===== src/rtl/cmp_sched_pkg.sv =====
// ---------------------------------------------------------------------------
// cmp_sched_pkg
// Shared types and helpers for the compare scheduler:
//   cond_e     - two-bit condition code carried with each request
//   state_e    - scheduler FSM state encoding (also exported for debug)
//   cond_eval  - reduces subtracting-ALU flags (z, v, n) to a 0/1 result
// ---------------------------------------------------------------------------
package cmp_sched_pkg;

    localparam int N_REQ  = 2;
    localparam int DATA_W = 32;

    typedef enum logic [1:0] {
        COND_EQ    = 2'b00,
        COND_LT    = 2'b01,
        COND_LE    = 2'b10,
        COND_NEVER = 2'b11
    } cond_e;

    typedef enum logic [1:0] {
        ST_IDLE  = 2'b00,
        ST_ISSUE = 2'b01,
        ST_WAIT  = 2'b10,
        ST_RESP  = 2'b11
    } state_e;

    // Flags come from a - b. Signed less-than is n ^ v, which also covers the
    // case where the subtraction overflowed.
    function automatic logic cond_eval(input cond_e cond, input logic z,
                                       input logic v, input logic n);
        logic lt;
        logic res;
        lt  = n ^ v;
        res = 1'b0;
        case (cond)
            COND_EQ:    res = z;
            COND_LT:    res = lt;
            COND_LE:    res = z | lt;
            default:    res = 1'b0;
        endcase
        return res;
    endfunction

endpackage


===== src/rtl/cmp_sched_rr_arb.sv =====
// ---------------------------------------------------------------------------
// cmp_rr_arb2
// Two-way round-robin arbiter. Pure combinational: the caller owns the
// "last grant" register and decides when it advances.
// Ports:
//   valid_i [1:0]  request vector
//   last_i         id of the requester granted most recently
//   grant_o [1:0]  one-hot grant (all zero when nothing is valid)
// ---------------------------------------------------------------------------
module cmp_rr_arb2 (
    input  logic [1:0] valid_i,
    input  logic       last_i,
    output logic [1:0] grant_o
);

    always_comb begin
        grant_o = 2'b00;
        case (valid_i)
            2'b01:   grant_o = 2'b01;
            2'b10:   grant_o = 2'b10;
            // On a tie the requester that did not win last time goes first.
            2'b11:   grant_o = last_i ? 2'b01 : 2'b10;
            default: grant_o = 2'b00;
        endcase
    end

endmodule


===== src/rtl/cmp_sched.sv =====
// ---------------------------------------------------------------------------
// cmp_sched
// Schedules compare requests from two requesters onto one shared subtracting
// ALU. One operation is in flight at a time:
//   IDLE  -> grant a requester (round-robin), latch its operands/condition
//   ISSUE -> one-cycle alu_start pulse
//   WAIT  -> wait for alu_done, or give up after TIMEOUT cycles
//   RESP  -> present the 0/1 result to the granted requester until accepted
// flush returns to IDLE from any state without producing a response.
//
// Handshakes: a request transfers in a cycle where req_valid[i] and
// req_ready[i] are both high; a response transfers in a cycle where
// rsp_valid[i] and rsp_ready[i] are both high. rsp_valid, rsp_result and
// rsp_err stay stable until that transfer.
//
// Ports:
//   clk, reset_n          clock, synchronous active-low reset
//   req_valid/req_ready   per-requester request handshake [1:0]
//   req_a, req_b          per-requester 32-bit operands
//   req_cond              per-requester condition code
//   flush                 abort the in-flight operation
//   alu_a, alu_b          operands to the ALU (held through ISSUE and WAIT)
//   alu_start             one-cycle launch pulse
//   alu_done, alu_z/v/n   ALU completion strobe and flags
//   rsp_valid/rsp_ready   per-requester response handshake [1:0]
//   rsp_result            compare result, zero-extended 0/1
//   rsp_err               result was produced by timeout
//   busy                  state is not IDLE
//   state_dbg             current FSM state, for observation only
// ---------------------------------------------------------------------------
module cmp_sched
    import cmp_sched_pkg::*;
#(
    parameter int TIMEOUT = 16
) (
    input  logic                    clk,
    input  logic                    reset_n,
    input  logic [1:0]              req_valid,
    output logic [1:0]              req_ready,
    input  logic [1:0][DATA_W-1:0]  req_a,
    input  logic [1:0][DATA_W-1:0]  req_b,
    input  logic [1:0][1:0]         req_cond,
    input  logic                    flush,
    output logic [DATA_W-1:0]       alu_a,
    output logic [DATA_W-1:0]       alu_b,
    output logic                    alu_start,
    input  logic                    alu_done,
    input  logic                    alu_z,
    input  logic                    alu_v,
    input  logic                    alu_n,
    output logic [1:0]              rsp_valid,
    input  logic [1:0]              rsp_ready,
    output logic [DATA_W-1:0]       rsp_result,
    output logic                    rsp_err,
    output logic                    busy,
    output logic [1:0]              state_dbg
);

    localparam int                CNT_W    = $clog2(TIMEOUT) + 1;
    localparam logic [CNT_W-1:0]  CNT_TERM = CNT_W'(TIMEOUT - 1);

    state_e             state_q, state_d;
    logic               id_q, id_d;
    logic               last_q, last_d;
    logic [DATA_W-1:0]  a_q, a_d;
    logic [DATA_W-1:0]  b_q, b_d;
    cond_e              cond_q, cond_d;
    logic [CNT_W-1:0]   cnt_q, cnt_d;
    logic               result_q, result_d;
    logic               err_q, err_d;

    logic [1:0]         grant;
    logic               grant_id;
    logic               accept;
    logic               rsp_fire;
    logic               timed_out;

    cmp_rr_arb2 u_arb (
        .valid_i (req_valid),
        .last_i  (last_q),
        .grant_o (grant)
    );

    assign grant_id  = grant[1];
    assign accept    = (state_q == ST_IDLE) && !flush && (req_valid != 2'b00);
    assign rsp_fire  = (state_q == ST_RESP) && rsp_ready[id_q];
    assign timed_out = (cnt_q == CNT_TERM);

    // -----------------------------------------------------------------------
    // FSM: state register
    // -----------------------------------------------------------------------
    always_ff @(posedge clk) begin
        if (!reset_n) begin
            state_q <= ST_IDLE;
        end else begin
            state_q <= state_d;
        end
    end

    // -----------------------------------------------------------------------
    // FSM: next state
    // -----------------------------------------------------------------------
    always_comb begin
        state_d = state_q;
        case (state_q)
            ST_IDLE:  if (accept) state_d = ST_ISSUE;
            ST_ISSUE: state_d = ST_WAIT;
            // alu_done wins over the terminal count: a late-but-valid
            // completion is reported as a normal result.
            ST_WAIT:  if (alu_done || timed_out) state_d = ST_RESP;
            ST_RESP:  if (rsp_fire) state_d = ST_IDLE;
            default:  state_d = ST_IDLE;
        endcase
        if (flush) begin
            state_d = ST_IDLE;
        end
    end

    // -----------------------------------------------------------------------
    // FSM: outputs
    // -----------------------------------------------------------------------
    always_comb begin
        req_ready = 2'b00;
        alu_start = 1'b0;
        rsp_valid = 2'b00;
        case (state_q)
            // reset_n gating keeps req_ready quiet while reset is asserted.
            ST_IDLE:  if (!flush && reset_n) req_ready = grant;
            ST_ISSUE: alu_start = 1'b1;
            ST_RESP:  rsp_valid[id_q] = 1'b1;
            default:  ;
        endcase
    end

    assign busy       = (state_q != ST_IDLE);
    assign state_dbg  = state_q;
    assign alu_a      = a_q;
    assign alu_b      = b_q;
    assign rsp_result = {{(DATA_W-1){1'b0}}, result_q};
    assign rsp_err    = err_q;

    // -----------------------------------------------------------------------
    // Datapath: latched request, timeout counter, result, last grant
    // -----------------------------------------------------------------------
    always_comb begin
        id_d     = id_q;
        last_d   = last_q;
        a_d      = a_q;
        b_d      = b_q;
        cond_d   = cond_q;
        cnt_d    = cnt_q;
        result_d = result_q;
        err_d    = err_q;

        case (state_q)
            ST_IDLE: begin
                if (accept) begin
                    id_d   = grant_id;
                    a_d    = req_a[grant_id];
                    b_d    = req_b[grant_id];
                    cond_d = cond_e'(req_cond[grant_id]);
                end
            end
            ST_ISSUE: begin
                cnt_d = '0;
            end
            ST_WAIT: begin
                if (!flush) begin
                    if (alu_done) begin
                        result_d = cond_eval(cond_q, alu_z, alu_v, alu_n);
                        err_d    = 1'b0;
                    end else if (timed_out) begin
                        result_d = 1'b0;
                        err_d    = 1'b1;
                    end else begin
                        cnt_d = cnt_q + CNT_W'(1);
                    end
                end
            end
            ST_RESP: begin
                // A flushed response never completes, so fairness state
                // only advances on a real handshake.
                if (rsp_fire && !flush) begin
                    last_d = id_q;
                end
            end
            default: ;
        endcase
    end

    always_ff @(posedge clk) begin
        if (!reset_n) begin
            id_q     <= 1'b0;
            last_q   <= 1'b1;   // requester 0 wins the first tie
            a_q      <= '0;
            b_q      <= '0;
            cond_q   <= COND_EQ;
            cnt_q    <= '0;
            result_q <= 1'b0;
            err_q    <= 1'b0;
        end else begin
            id_q     <= id_d;
            last_q   <= last_d;
            a_q      <= a_d;
            b_q      <= b_d;
            cond_q   <= cond_d;
            cnt_q    <= cnt_d;
            result_q <= result_d;
            err_q    <= err_d;
        end
    end

endmodule


===== config.mk =====
export PLATFORM = sky130hd
export DESIGN_NAME = cmp_sched
export DESIGN_NICKNAME = d
export VERILOG_FILES = /design/src/rtl/cmp_sched_pkg.sv /design/src/rtl/cmp_sched_rr_arb.sv /design/src/rtl/cmp_sched.sv
export SDC_FILE = /design/constraint.sdc
export NUM_CORES = 1
export LEC_CHECK = 0
export CORE_ASPECT_RATIO = 2
export CORE_MARGIN = 2
export CORE_UTILIZATION = 37
export CTS_CLUSTER_SIZE = 28
export DETAILED_ROUTE_END_ITERATION = 8
export PLACE_DENSITY = 0.81
export SETUP_SLACK_MARGIN = 0.1
export SYNTH_ARGS = -nofsm -noshare
export SYNTH_HDL_FRONTEND = slang
export SYNTH_SLANG_ARGS = --single-unit
export TNS_END_PERCENT = 100

===== constraint.sdc =====
create_clock -name clk -period 2.7 [get_ports clk]
set_clock_uncertainty 0.2 [all_clocks]
set_input_delay 0.27 -clock clk [delete_from_list [all_inputs] [get_ports clk]]
set_output_delay 0.27 -clock clk [all_outputs]
set_load 0.03 [all_outputs]

* After elaboration in Yosys (flattened, before gate mapping)
Index checks and enable logic that the tools add are counted.
Storage, ports and cells: input bits 143, flip-flop bits (word level) 77
Operators by class: add/subtract/negate cells 1, bitwise operators 4, equality and inequality tests 15, multiplexer cells 29, magnitude comparators 3, reduce and logical (&&, ||, !) cells 20
Operators by type and width (count):
- two-way mux 32 bit | 4
- two-way mux 2 bit | 9
- two-way mux 5 bit | 3
- != test 2 bit (second input constant) | 6
- equality test 2 bit (second input constant) | 5
- case mux 5 bit (2 select lines) | 1
- two-way mux 1 bit | 8
- case mux 2 bit (4 select lines) | 1
- nonzero test 2 bit | 4
- equality test 2 x 1 -> 1 bit (second input constant) | 3
- logical AND 1 bit | 6
- case mux 2 bit (3 select lines) | 1
- AND reduction 3 bit | 2
- adder 5 x 1 -> 5 bit (second input constant) | 1
- equality test 5 x 4 -> 1 bit (second input constant) | 1
- zero test 2 bit | 2
- < comparator 1 x 2 -> 1 bit (second input constant) | 2
- AND reduction 2 bit | 2
- AND reduction 4 bit | 1
- case mux 1 bit (3 select lines) | 1
- NOT 1 bit | 2
- OR reduction 2 bit | 1
- demux 1 bit (select 1 bit) | 1
- >= comparator 1 bit (second input constant) | 1
- other kinds (4) | 4

* Depth between registers and ports, before layout
Gate-level depths: netlist of run 1.
word-level depth 5, depth in mapped cells 8, gate-level depth less buffers 6

* Hierarchy
Synthesis of run 1 repeated with hierarchy kept, for this count alone.
Unflattened totals: cell total of the unflattened synthesis 420, area total of the unflattened synthesis 3908.7 um2
Modules (own cells, without submodules):
- cmp_sched | cells an instance 417, seq. area each 1541.5 um2, instances 1, area each 3890.0 um2
- cmp_rr_arb2 | cells an instance 3, seq. area each 0.0 um2, instances 1, area each 18.8 um2

* Worst setup path after synthesis of run 1
OpenSTA, ideal clock, no wires.
kind reg-to-output, from reg state_q[0], in the netlist state_dbg[0], to out req_ready[0], slack 0.435 ns, required time 2.230 ns, arrival 1.795 ns, stages on the path, launching flop included 7, cells stage by stage dfxtp_1 -> inv_1 -> ha_1 -> clkbuf_1 -> buf_2 -> buf_1 -> o2111a_1
On the way: cells in the longest elaborated chain, start to end 2
RTL lines:
- start, declared | RTL line cmp_sched.sv:62 | state_e state_q, state_d;
- start signal, assigned | RTL line cmp_sched.sv:96 | state_q <= state_d;
- zero test 2 bit | RTL line cmp_sched.sv:126 | case (state_q)
- two-way mux 2 bit | RTL line cmp_sched.sv:126
- end, declared | RTL line cmp_sched.sv:39 | output logic [1:0] req_ready,
Every way passes these cells.

* Final worst setup path of run 1
from reg cnt_q[0], to reg cnt_q[3]
On the way: cells in the longest elaborated chain, start to end 5, elaborated cells on any way between the ends 8, classes of those cells add/sub: 1; eq/ne: 2; mux: 4; reduce/logical: 1
RTL lines:
- start, declared | RTL line cmp_sched.sv:68 | logic [CNT_W-1:0] cnt_q, cnt_d;
- start signal, assigned | RTL line cmp_sched.sv:207 | cnt_q <= cnt_d;
- adder 5 x 1 -> 5 bit | RTL line cmp_sched.sv:176 | cnt_d = cnt_q + CNT_W'(1);
- two-way mux 5 bit | RTL line cmp_sched.sv:172 | end else if (timed_out) begin
- two-way mux 5 bit | RTL line cmp_sched.sv:169 | if (alu_done) begin
- two-way mux 5 bit | RTL line cmp_sched.sv:168 | if (!flush) begin
- case mux 5 bit (2 select lines) | RTL line cmp_sched.sv:155 | case (state_q)
Several ways; a longest one is shown, not always the timed one. The select of a mux whose other input is x is not followed. A chain may end at the register's enable or synchronous reset.

==> flow_metrics.py, run 1 <==
metrics = {
    "detailed_routing": {
        "wl_met3_um": 826,
        "met1Wirelength_um": 4470,
        "vias": 3955,
        "viasPerCell": 5.20,
        "wl_met2_um": 7140,
        "remaining_drc_errors": 0,
        "wirelength_um": 12900,
        "drtIter0Drc": 87,
        "avgRoutedWirePerCell_um": 17.0,
        "ant_nets": 0,
        "drt_pass1_iterations": 4,
        "highest_layer": "met4",
    },
    "setup_path": {
        "cp.arrival_ns": 2.47,
        "worstPathCellList": "ha_1 > and3_1 > ha_1 > or4b_1 > or3_1 > a21oi_1",
        "cp-start-kind": "flip-flop",
        "end_kind": "flip-flop",
        "crit_top_cell": "ha_1",
        "critPathMaxFanout": 9,
        "crit_start": "cnt_q[0]",
        "cpMaxStageDelayCell": "or4b_1",
        "worstSetupPathType": "flip-flop to flip-flop",
        "max_stage_delay_ns": 0.66,
        "required_ns": 2.76,
        "r2r-start": "cnt_q[0]",
    },
    "placement": {
        "port_buffers": 216,
        "post-dp-hpwl_um": 9810,
        "gp_congestion": 0.821,
        "dpl.cell_count": 746,
        "dpl_cell_area_um2": 6130,
    },
    "synth": {
        "synth_top_cell_area_share_pct": 39.3,
        "yosysSeqAreaShare_pct": 39.3,
        "postSynthAreaPerCell_um2": 9.39,
        "synth_area_leaders": "dfxtp_1 39%, mux2i_1 18%, a211oi_1 13%",
        "ys_ff_latch": 77,
        "yosysTopAreaCell": "dfxtp_1",
        "syn_area_um2": 3930,
        "synthCells": 418,
        "yosys_warnings": 0,
        "synthDistinctLibCells": 38,
    },
    "layout": {
        "area_delta_synth_final_pct": 64.3,
        "drive_gt1_share_pct": 6.09,
        "fin_cells": 761,
        "postLayoutCellArea_um2": 6450,
        "mostFrequentLayoutCells": "215 x clkdlybuf4s50_1, 77 x dfxtp_1, 74 x a21oi_1",
        "final_common_cell": "clkdlybuf4s50_1",
        "fillers": 926,
        "antenna_cells": 0,
        "fin_nets": 770,
    },
    "cts": {
        "clk_pin_slew_ns": 0.06,
        "cts-hold-fix-buffers": 0,
        "clock_tree.buffer_depth": 2,
        "numClockSinks": 77,
        "cts_resized": 0,
        "postCtsSetupRepairBufs": 0,
        "cts_buffers": 9,
        "htreeDepth": 3,
        "cts_root_buf": "clkbuf_16",
        "cts_tree": "yes",
        "worst_skew_pair.late_latency_ns": 0.32,
    },
    "timing": {
        "worst_slew_pin_slew_ns": 0.523,
        "drv_slew": 0,
        "fmax_mhz": 415,
        "slew_headroom_pct": 65.1,
        "whs_ns": 0.295,
        "setup_viol": 0,
        "setup_tns_ns": 0,
        "period_minus_slack_ns": 2.41,
        "hold_violations": 0,
        "rsz0062_at_grt": "false",
        "min_period_over_period_pct": 89.1,
    },
    "pwr": {
        "powerDensity_nw_per_um2": 564,
        "ir_drop_v": 0.000302,
        "p_total_w": 0.00364,
        "power_leakage_nw": 2.42,
    },
    "grt": {
        "gr-total-overflow": 0,
        "antenna_found_initial": 0,
        "grt_pass1_vias": 4092,
        "grt_first_pass_wirelength_um": 20600,
        "grt_max_degree": 68,
        "grt.total_usage_pct": 22.7,
    },
    "hold_path": {
        "hold_start": "cnt_q[3]",
        "holdCritPathClass": "flip-flop to flip-flop",
    },
    "die": {
        "core-area_um2": 10400,
        "die_area_um2": 11500,
        "start_util_pct": 37.7,
        "io_pins": 248,
        "rows": 53,
        "die_w_um": 76.8,
        "fp.dieH_um": 150,
    },
    "job": {
        "cap_violations": 0,
    },
    "status": {
        "outcome": "finished, final reports clean",
    },
}
-- per-layer routing --
| metal | up-vias | track usage (%) |
|---|---|---|
| met5 | - | 0 |
| met4 | 0 | 11.6 |
| met3 | 36 | 4.70 |
| met2 | 194 | 43.4 |
| met1 | 1844 | 22.5 |
| li1 | 1881 | - |
-- synth_stat cells --
cell type	n
dfxtp_1	77
a21oi_1	74
mux2i_1	69
a211oi_1	67
buf_4	33
clkbuf_1	20
buf_2	14
inv_1	9
ha_1	7
nand3_1	6
nand2_1	4
o21ai_0	4
nor2_1	3
o21ai_1	3
and3_1	2
buf_6	2
or2_0	2
or3_1	2
a21boi_1	1
a222oi_1	1
a31oi_1	1
a41o_1	1
and2_1	1
and2_2	1
and2b_1	1
buf_1	1
conb_1	1
inv_2	1
nand2b_2	1
nand3b_1	1
nor2b_1	1
nor2b_2	1
o2111a_1	1
o21ba_2	1
o21bai_1	1
o311a_1	1
or4b_1	1
xnor2_1	1
-- path summary, 6_finish.rpt --
check             end  slack, ns  depth (start not counted)
max          cnt_q[3]       0.29                          6
min          cnt_q[3]       0.30                          2
max reg2reg  cnt_q[3]       0.29                          6
min reg2reg  cnt_q[3]       0.30                          2
-- cell type report --
type	count	area (um2)	area share, %
clock buffer	11	243	3.76
tap	137	171	2.66
inverter	10	37.5	0.582
sequential	77	1540	23.9
clock inverter	4	72.6	1.13
multi-input combinational	291	2060	32.0
timing repair buffer	231	2320	36.0
-- flip-flops by register name, indices dropped and copies added, names as in the netlist --
register,cells
alu_a,32
alu_b,32
cnt_q,5
cond_q,2
state_dbg,2
id_q,1
last_q,1
result_q,1
rsp_err,1
-- logic make-up after synthesis --
kind of cell	count (synthesis)	share of synthesized area (%)
compound gates	156	25.0
xor+xnor	1	0.223
fa+ha+maj	7	2.23
buf+inv	80	11.6
flops	77	39.3
mux	69	17.6
other cells	1	0.0955
simple gates	27	3.98
-- report_power, final --
group | switching, W | internal, W
combinational | 0.000567 | 0.000507
clock | 0.000442 | 0.000828
sequential | 0.0000570 | 0.00123
total | 0.00107 | 0.00257
-- worst max-delay path: cells and delay by family, from the launching register on --
kind	cells	cell delay, ns
and+or+nand+nor	3	1.24
AOI/OAI and AO/OA	1	0.14
DFF	1	0.34
adders and majority gates	2	0.42
-- per-stage QoR --
| stage | setup slack [ns] | utilization [%] |
|---|---|---|
| 2_1_floorplan | 0.435 | - |
| 3_3_place_gp | 0.396 | 58.9 |
| 3_5_place_dp | 0.318 | 58.9 |
| 4_1_cts | 0.267 | 62.0 |
| 5_1_grt | 0.157 | 62.0 |
| 6_report | 0.293 | 62.0 |
(Power assumes the default switching activity.)
==> run 2: changes to the inputs <==
--- a/config.mk
+++ b/config.mk
@@ -5,12 +5,13 @@
 export SDC_FILE = /design/constraint.sdc
 export NUM_CORES = 1
 export LEC_CHECK = 0
+export CAP_MARGIN = 20
 export CORE_ASPECT_RATIO = 2
 export CORE_MARGIN = 2
-export CORE_UTILIZATION = 37
-export CTS_CLUSTER_SIZE = 28
+export CORE_UTILIZATION = 40
+export CTS_CLUSTER_SIZE = 8
 export DETAILED_ROUTE_END_ITERATION = 8
-export PLACE_DENSITY = 0.81
+export PLACE_DENSITY = 0.87
 export SETUP_SLACK_MARGIN = 0.1
 export SYNTH_ARGS = -nofsm -noshare
 export SYNTH_HDL_FRONTEND = slang
==> constraint.sdc (replaced) <==
create_clock -name clk -period 2.8 [get_ports clk]
set_clock_uncertainty 0.2 [all_clocks]
set_input_delay 0.28 -clock clk [delete_from_list [all_inputs] [get_ports clk]]
set_output_delay 0.28 -clock clk [all_outputs]
set_load 0.03 [all_outputs]
==> run 2 against run 1 <==
  * Via count is 0.28% lower
  * Utilization is 4.8 points higher
  * Global-route usage is 1.0 points higher
  * Highest routed layer unchanged
  * Hold slack worse by 0.026 ns
  * Routed wire length is 1.3% lower
  * Sequential power is 4% lower
  * Largest cell class unchanged
==> flow_metrics.py, run 2 (synthesized netlist as in run 1, its figures left out) <==
metrics = {
    "setup_path": {
        "worstSetupPathType": "flip-flop to output port",
        "cpMaxStageDelayCell": "clkdlybuf4s50_1",
        "critPathMaxFanout": 21,
        "worstPathCellList": "inv_1 > ha_4 > o2111a_1 > clkdlybuf4s50_1",
        "end_kind": "output port",
        "crit_start": "state_dbg[0]",
        "cp.arrival_ns": 2.09,
        "cp-start-kind": "flip-flop",
        "required_ns": 2.32,
        "max_stage_delay_ns": 0.67,
        "r2r-start": "cnt_q[0]",
    },
    "layout": {
        "postLayoutCellArea_um2": 6430,
        "area_delta_synth_final_pct": 63.7,
        "antenna_cells": 0,
        "mostFrequentLayoutCells": "215 x clkdlybuf4s50_1, 77 x dfxtp_1, 74 x a21oi_1",
        "final_common_cell": "clkdlybuf4s50_1",
        "drive_gt1_share_pct": 6.40,
        "fin_nets": 770,
        "fillers": 763,
    },
    "detailed_routing": {
        "drtIter0Drc": 127,
        "wirelength_um": 12800,
        "avgRoutedWirePerCell_um": 16.9,
        "viasPerCell": 5.21,
        "ant_nets": 0,
        "remaining_drc_errors": 0,
        "drt_pass1_iterations": 4,
        "vias": 3944,
    },
    "hold_path": {
        "holdCritPathClass": "flip-flop to flip-flop",
        "hold_start": "cnt_q[4]",
    },
    "die": {
        "die_w_um": 74.1,
        "rows": 51,
        "io_pins": 248,
        "core-area_um2": 9640,
        "start_util_pct": 40.7,
        "die_area_um2": 10700,
        "fp.dieH_um": 144,
    },
    "timing": {
        "timing.final.ws_setup_ns": 0.226,
        "hold_violations": 0,
        "min_period_over_period_pct": 91.9,
        "period_minus_slack_ns": 2.57,
        "worst_slew_pin_slew_ns": 0.545,
        "fmax_mhz": 388,
        "setup_viol": 0,
        "drv_slew": 0,
        "slew_headroom_pct": 63.7,
        "setup_tns_ns": 0,
        "rsz0062_at_grt": "false",
    },
    "cts": {
        "cts_tree": "yes",
        "clk_pin_slew_ns": 0.06,
        "clock_tree.buffer_depth": 2,
        "cts_buffers": 9,
        "htreeDepth": 3,
        "worst_skew_pair.late_latency_ns": 0.33,
        "postCtsSetupRepairBufs": 0,
        "numClockSinks": 77,
        "cts_root_buf": "clkbuf_16",
    },
    "grt": {
        "grt_first_pass_wirelength_um": 19300,
        "grt.total_usage_pct": 23.7,
        "grt_pass1_vias": 4019,
        "gr-total-overflow": 0,
        "grt_max_degree": 52,
        "antenna_found_initial": 0,
    },
    "placement": {
        "port_buffers": 216,
        "post-dp-hpwl_um": 9760,
        "dpl_cell_area_um2": 6120,
        "dp_slack_ns": 0.298,
        "gp_congestion": 0.820,
    },
    "job": {
        "cap_violations": 0,
    },
    "status": {
        "outcome": "finished, final reports clean",
    },
    "pwr": {
        "power_leakage_nw": 2.40,
        "ir_drop_v": 0.000408,
        "powerDensity_nw_per_um2": 537,
    },
}
## run 2: changes by cell type in the layout (fill, tap and decap cells not counted), sizes merged
cell | previous run | this run
clkinvlp | 1 | 3
bufinv | 2 | 1
clkbuf | 11 | 10
clkinv | 1 | 2
## run 2: metrics by stage
stage | util, % | cells | power (W) | hold slack [ns]
4_1_cts | 66.7 | 757 | 0.00347 | 0.269
3_5_place_dp | 63.5 | 741 | 0.00230 | 0.261
5_1_grt | 66.7 | 757 | 0.00359 | 0.312
6_report | 66.7 | 757 | 0.00345 | 0.270
2_1_floorplan | - | 448 | 0.00185 | 0.160
3_3_place_gp | 63.5 | 741 | 0.00227 | 0.255
## run 2: path summary, 6_finish.rpt
kind | endpoint | slack (ns) | cells after the start
worst max-delay path | req_ready[0] | 0.23 | 4
worst min-delay path | cnt_q[4] | 0.27 | 2
worst max register to register | cnt_q[3] | 0.37 | 6
worst min register to register | cnt_q[4] | 0.27 | 2
## run 2: report_power, final
group | internal, W | leakage, nW | switching [W]
Sequential | 0.00119 | 0.636 | 0.0000546
Clock | 0.000711 | 0.140 | 0.000457
Combinational | 0.000489 | 1.63 | 0.000549
Total | 0.00239 | 2.40 | 0.00106
## run 2: layout make-up
cell class	count	area (um2)	share of cell area, %
clock buffers	10	239	3.72
clock inverters	6	62.6	0.973
inverters	10	37.5	0.584
multi-input cells	291	2070	32.2
flip-flops and latches	77	1540	24.0
well taps	132	165	2.57
repair buffers	231	2310	35.9
## run 2: repair_timing
action / in CTS / in global routing
setup endpoints to repair: 1 / 0
hold buffers: 0 / 0
resized for setup: 1 / 0
## run 2: routing by layer
| metal | vias up | routed length [um] | global-route usage (%) |
|---|---|---|---|
| met5 | - | 0 | 0 |
| met4 | 0 | 523 | 12.6 |
| met3 | 33 | 787 | 5.44 |
| met2 | 193 | 7000 | 43.5 |
| met1 | 1829 | 4460 | 23.6 |
| li1 | 1889 | - | - |
## run 2: critical path: cells and delay by family (launching register included)
family                   cells  cell delay [ns]
AO/OA/AOI/OAI                1             0.24
buffers and inverters        2             0.85
flip-flops                   1             0.35
adder cells (fa/ha/maj)      1             0.32
==> run 3: changes to the inputs <==
--- a/config.mk
+++ b/config.mk
@@ -9,6 +9,7 @@
 export CORE_ASPECT_RATIO = 2
 export CORE_MARGIN = 2
 export CORE_UTILIZATION = 40
+export CTS_BUF_LIST = sky130_fd_sc_hd__clkbuf_16
 export CTS_CLUSTER_SIZE = 8
 export DETAILED_ROUTE_END_ITERATION = 8
 export PLACE_DENSITY = 0.87
==> run 3 against run 2 <==
  * Via count is 0.48% higher
  * Utilization is 0.10 points lower
  * Final cell count stayed put
  * Die area stayed put
  * Global-route usage stayed put
  * Sequential power hardly changed
  * Sequential share of layout area hardly changed
  * Clock power hardly changed
  * Critical path depth stayed put
  * Critical path type unchanged
  * Highest routed layer unchanged
==> flow_metrics.py, run 3 (synthesized netlist as in run 1, its figures left out) <==
metrics = {
    "status": {
        "outcome": "finished, final reports clean",
    },
    "die": {
        "core-area_um2": 9640,
        "die_w_um": 74.1,
        "io_pins": 248,
        "fp.dieH_um": 144,
        "die_area_um2": 10700,
        "rows": 51,
        "start_util_pct": 40.7,
    },
    "timing": {
        "rsz0062_at_grt": "false",
        "fmax_mhz": 389,
        "drv_slew": 0,
        "slew_headroom_pct": 63.7,
        "setup_tns_ns": 0,
        "period_minus_slack_ns": 2.57,
        "setup_viol": 0,
        "worst_slew_pin_slew_ns": 0.544,
        "min_period_over_period_pct": 91.9,
        "hold_violations": 0,
    },
    "setup_path": {
        "r2r-start": "cnt_q[0]",
        "reg2reg_depth": 6,
        "cp.arrival_ns": 2.09,
        "crit_buf_inv": 2,
        "critPathTopFamily": "buffers and inverters",
        "r2r_end": "cnt_q[3]",
        "required_ns": 2.32,
        "critPathMaxFanout": 21,
        "r2r_slack_ns": 0.37,
        "end_kind": "output port",
        "worstSetupPathType": "flip-flop to output port",
        "cpMaxStageDelayCell": "clkdlybuf4s50_1",
        "max_stage_delay_ns": 0.67,
        "cp-start-kind": "flip-flop",
        "worstPathCellList": "inv_1 > ha_4 > o2111a_1 > clkdlybuf4s50_1",
    },
    "hold_path": {
        "hold_start": "cnt_q[4]",
        "min_to": "cnt_q[4]",
        "holdPathStages": 2,
        "holdCritPathClass": "flip-flop to flip-flop",
    },
    "cts": {
        "numClockSinks": 77,
        "cts-hold-fix-buffers": 0,
        "htreeDepth": 3,
        "cts_buffers": 9,
        "cts_tree": "yes",
        "clock_tree.buffer_depth": 2,
        "cts_root_buf": "clkbuf_16",
        "clk_pin_slew_ns": 0.06,
        "worst_skew_pair.late_latency_ns": 0.33,
    },
    "detailed_routing": {
        "vias": 3963,
        "avgRoutedWirePerCell_um": 16.8,
        "wirelength_um": 12800,
        "drt_pass1_iterations": 4,
        "viasPerCell": 5.24,
        "ant_nets": 0,
        "drtIter0Drc": 137,
        "remaining_drc_errors": 0,
    },
    "grt": {
        "gr-total-overflow": 0,
        "grt_first_pass_wirelength_um": 19300,
        "grt.total_usage_pct": 23.7,
        "antenna_found_initial": 0,
        "grt_max_degree": 52,
        "grt_pass1_vias": 4020,
    },
    "layout": {
        "antenna_cells": 0,
        "mostFrequentLayoutCells": "215 x clkdlybuf4s50_1, 77 x dfxtp_1, 74 x a21oi_1",
        "drive_gt1_share_pct": 6.24,
        "regArea_um2": 1540,
        "final_util_pct": 66.6,
        "area_delta_synth_final_pct": 63.4,
        "fin_nets": 770,
        "multi_input_area_um2": 2070,
        "fillers": 762,
        "final_common_cell": "clkdlybuf4s50_1",
    },
    "pwr": {
        "ir_drop_v": 0.000409,
        "powerDensity_nw_per_um2": 533,
        "p_total_w": 0.00342,
        "power_leakage_nw": 2.40,
    },
    "job": {
        "cap_violations": 0,
    },
    "placement": {
        "port_buffers": 216,
        "gp_congestion": 0.820,
        "post-dp-hpwl_um": 9760,
    },
}
run 3: changes by cell type in the layout (fill, tap and decap cells not counted), sizes merged:
cell    previous run  this run
clkinv             2         3
clkbuf            10         9
run 3: metrics by stage:
step | instance area [um2] | hold WS [ns] | worst slack [ns] | std cells
after global placement | 6120 | 0.255 | 0.342 | 741
final | 6420 | 0.270 | 0.226 | 757
after detailed placement | 6120 | 0.261 | 0.298 | 741
after global routing | 6420 | 0.312 | 0.151 | 757
after CTS | 6420 | 0.269 | 0.219 | 757
after floorplan | 4040 | 0.160 | 0.525 | 448
run 3: where the power goes:
part           internal, W  switching, W  total [W]  leakage (nW)
combinational     0.000489      0.000550    0.00104          1.63
clock             0.000683      0.000455    0.00114         0.135
sequential         0.00119     0.0000544    0.00124         0.636
run 3: worst max-delay path by stage:
stage / from / endpoint / slack (ns) / cells past startpoint
after floorplan: state_dbg[0] / req_ready[0] / 0.52 / 6
after global placement: reset_n / req_ready[0] / 0.34 / 4
after detailed placement: reset_n / req_ready[0] / 0.30 / 4
after CTS: state_dbg[0] / req_ready[0] / 0.22 / 4
after global routing: state_dbg[0] / req_ready[0] / 0.15 / 4
final: state_dbg[0] / req_ready[0] / 0.23 / 4
run 3: worst reg2reg max path, delay by kind of cell, from the launching register on:
kind | cells | cell delay (ns)
AO/OA/AOI/OAI | 1 | 0.17
flip-flops | 1 | 0.33
AND/OR/NAND/NOR | 3 | 1.24
adder cells (fa/ha/maj) | 2 | 0.41
run 3: routing by layer:
layer	vias to the layer above	part of all wire (%)	routed length, um	GRT usage (%)
met5	-	0	0	0
met4	0	4.1	520	12.6
met1	1848	35	4450	23.6
met3	32	6.1	784	5.44
li1	1889	-	-	-
met2	194	55	7000	43.5
run 3: cell type report:
type / count / area share [%]
clock buffers: 9 / 3.51
clock inverters: 7 / 1.03
inverters: 10 / 0.585
multi-input cells: 291 / 32.3
flip-flops and latches: 77 / 24.0
well taps: 132 / 2.57
repair buffers: 231 / 36.0
run 3: repair_timing:
item                                    CTS  global route
endpoints found under the setup margin    1             0
hold endpoints to repair                  0             0
buffers inserted                          0             0
gates resized for setup                   1             0
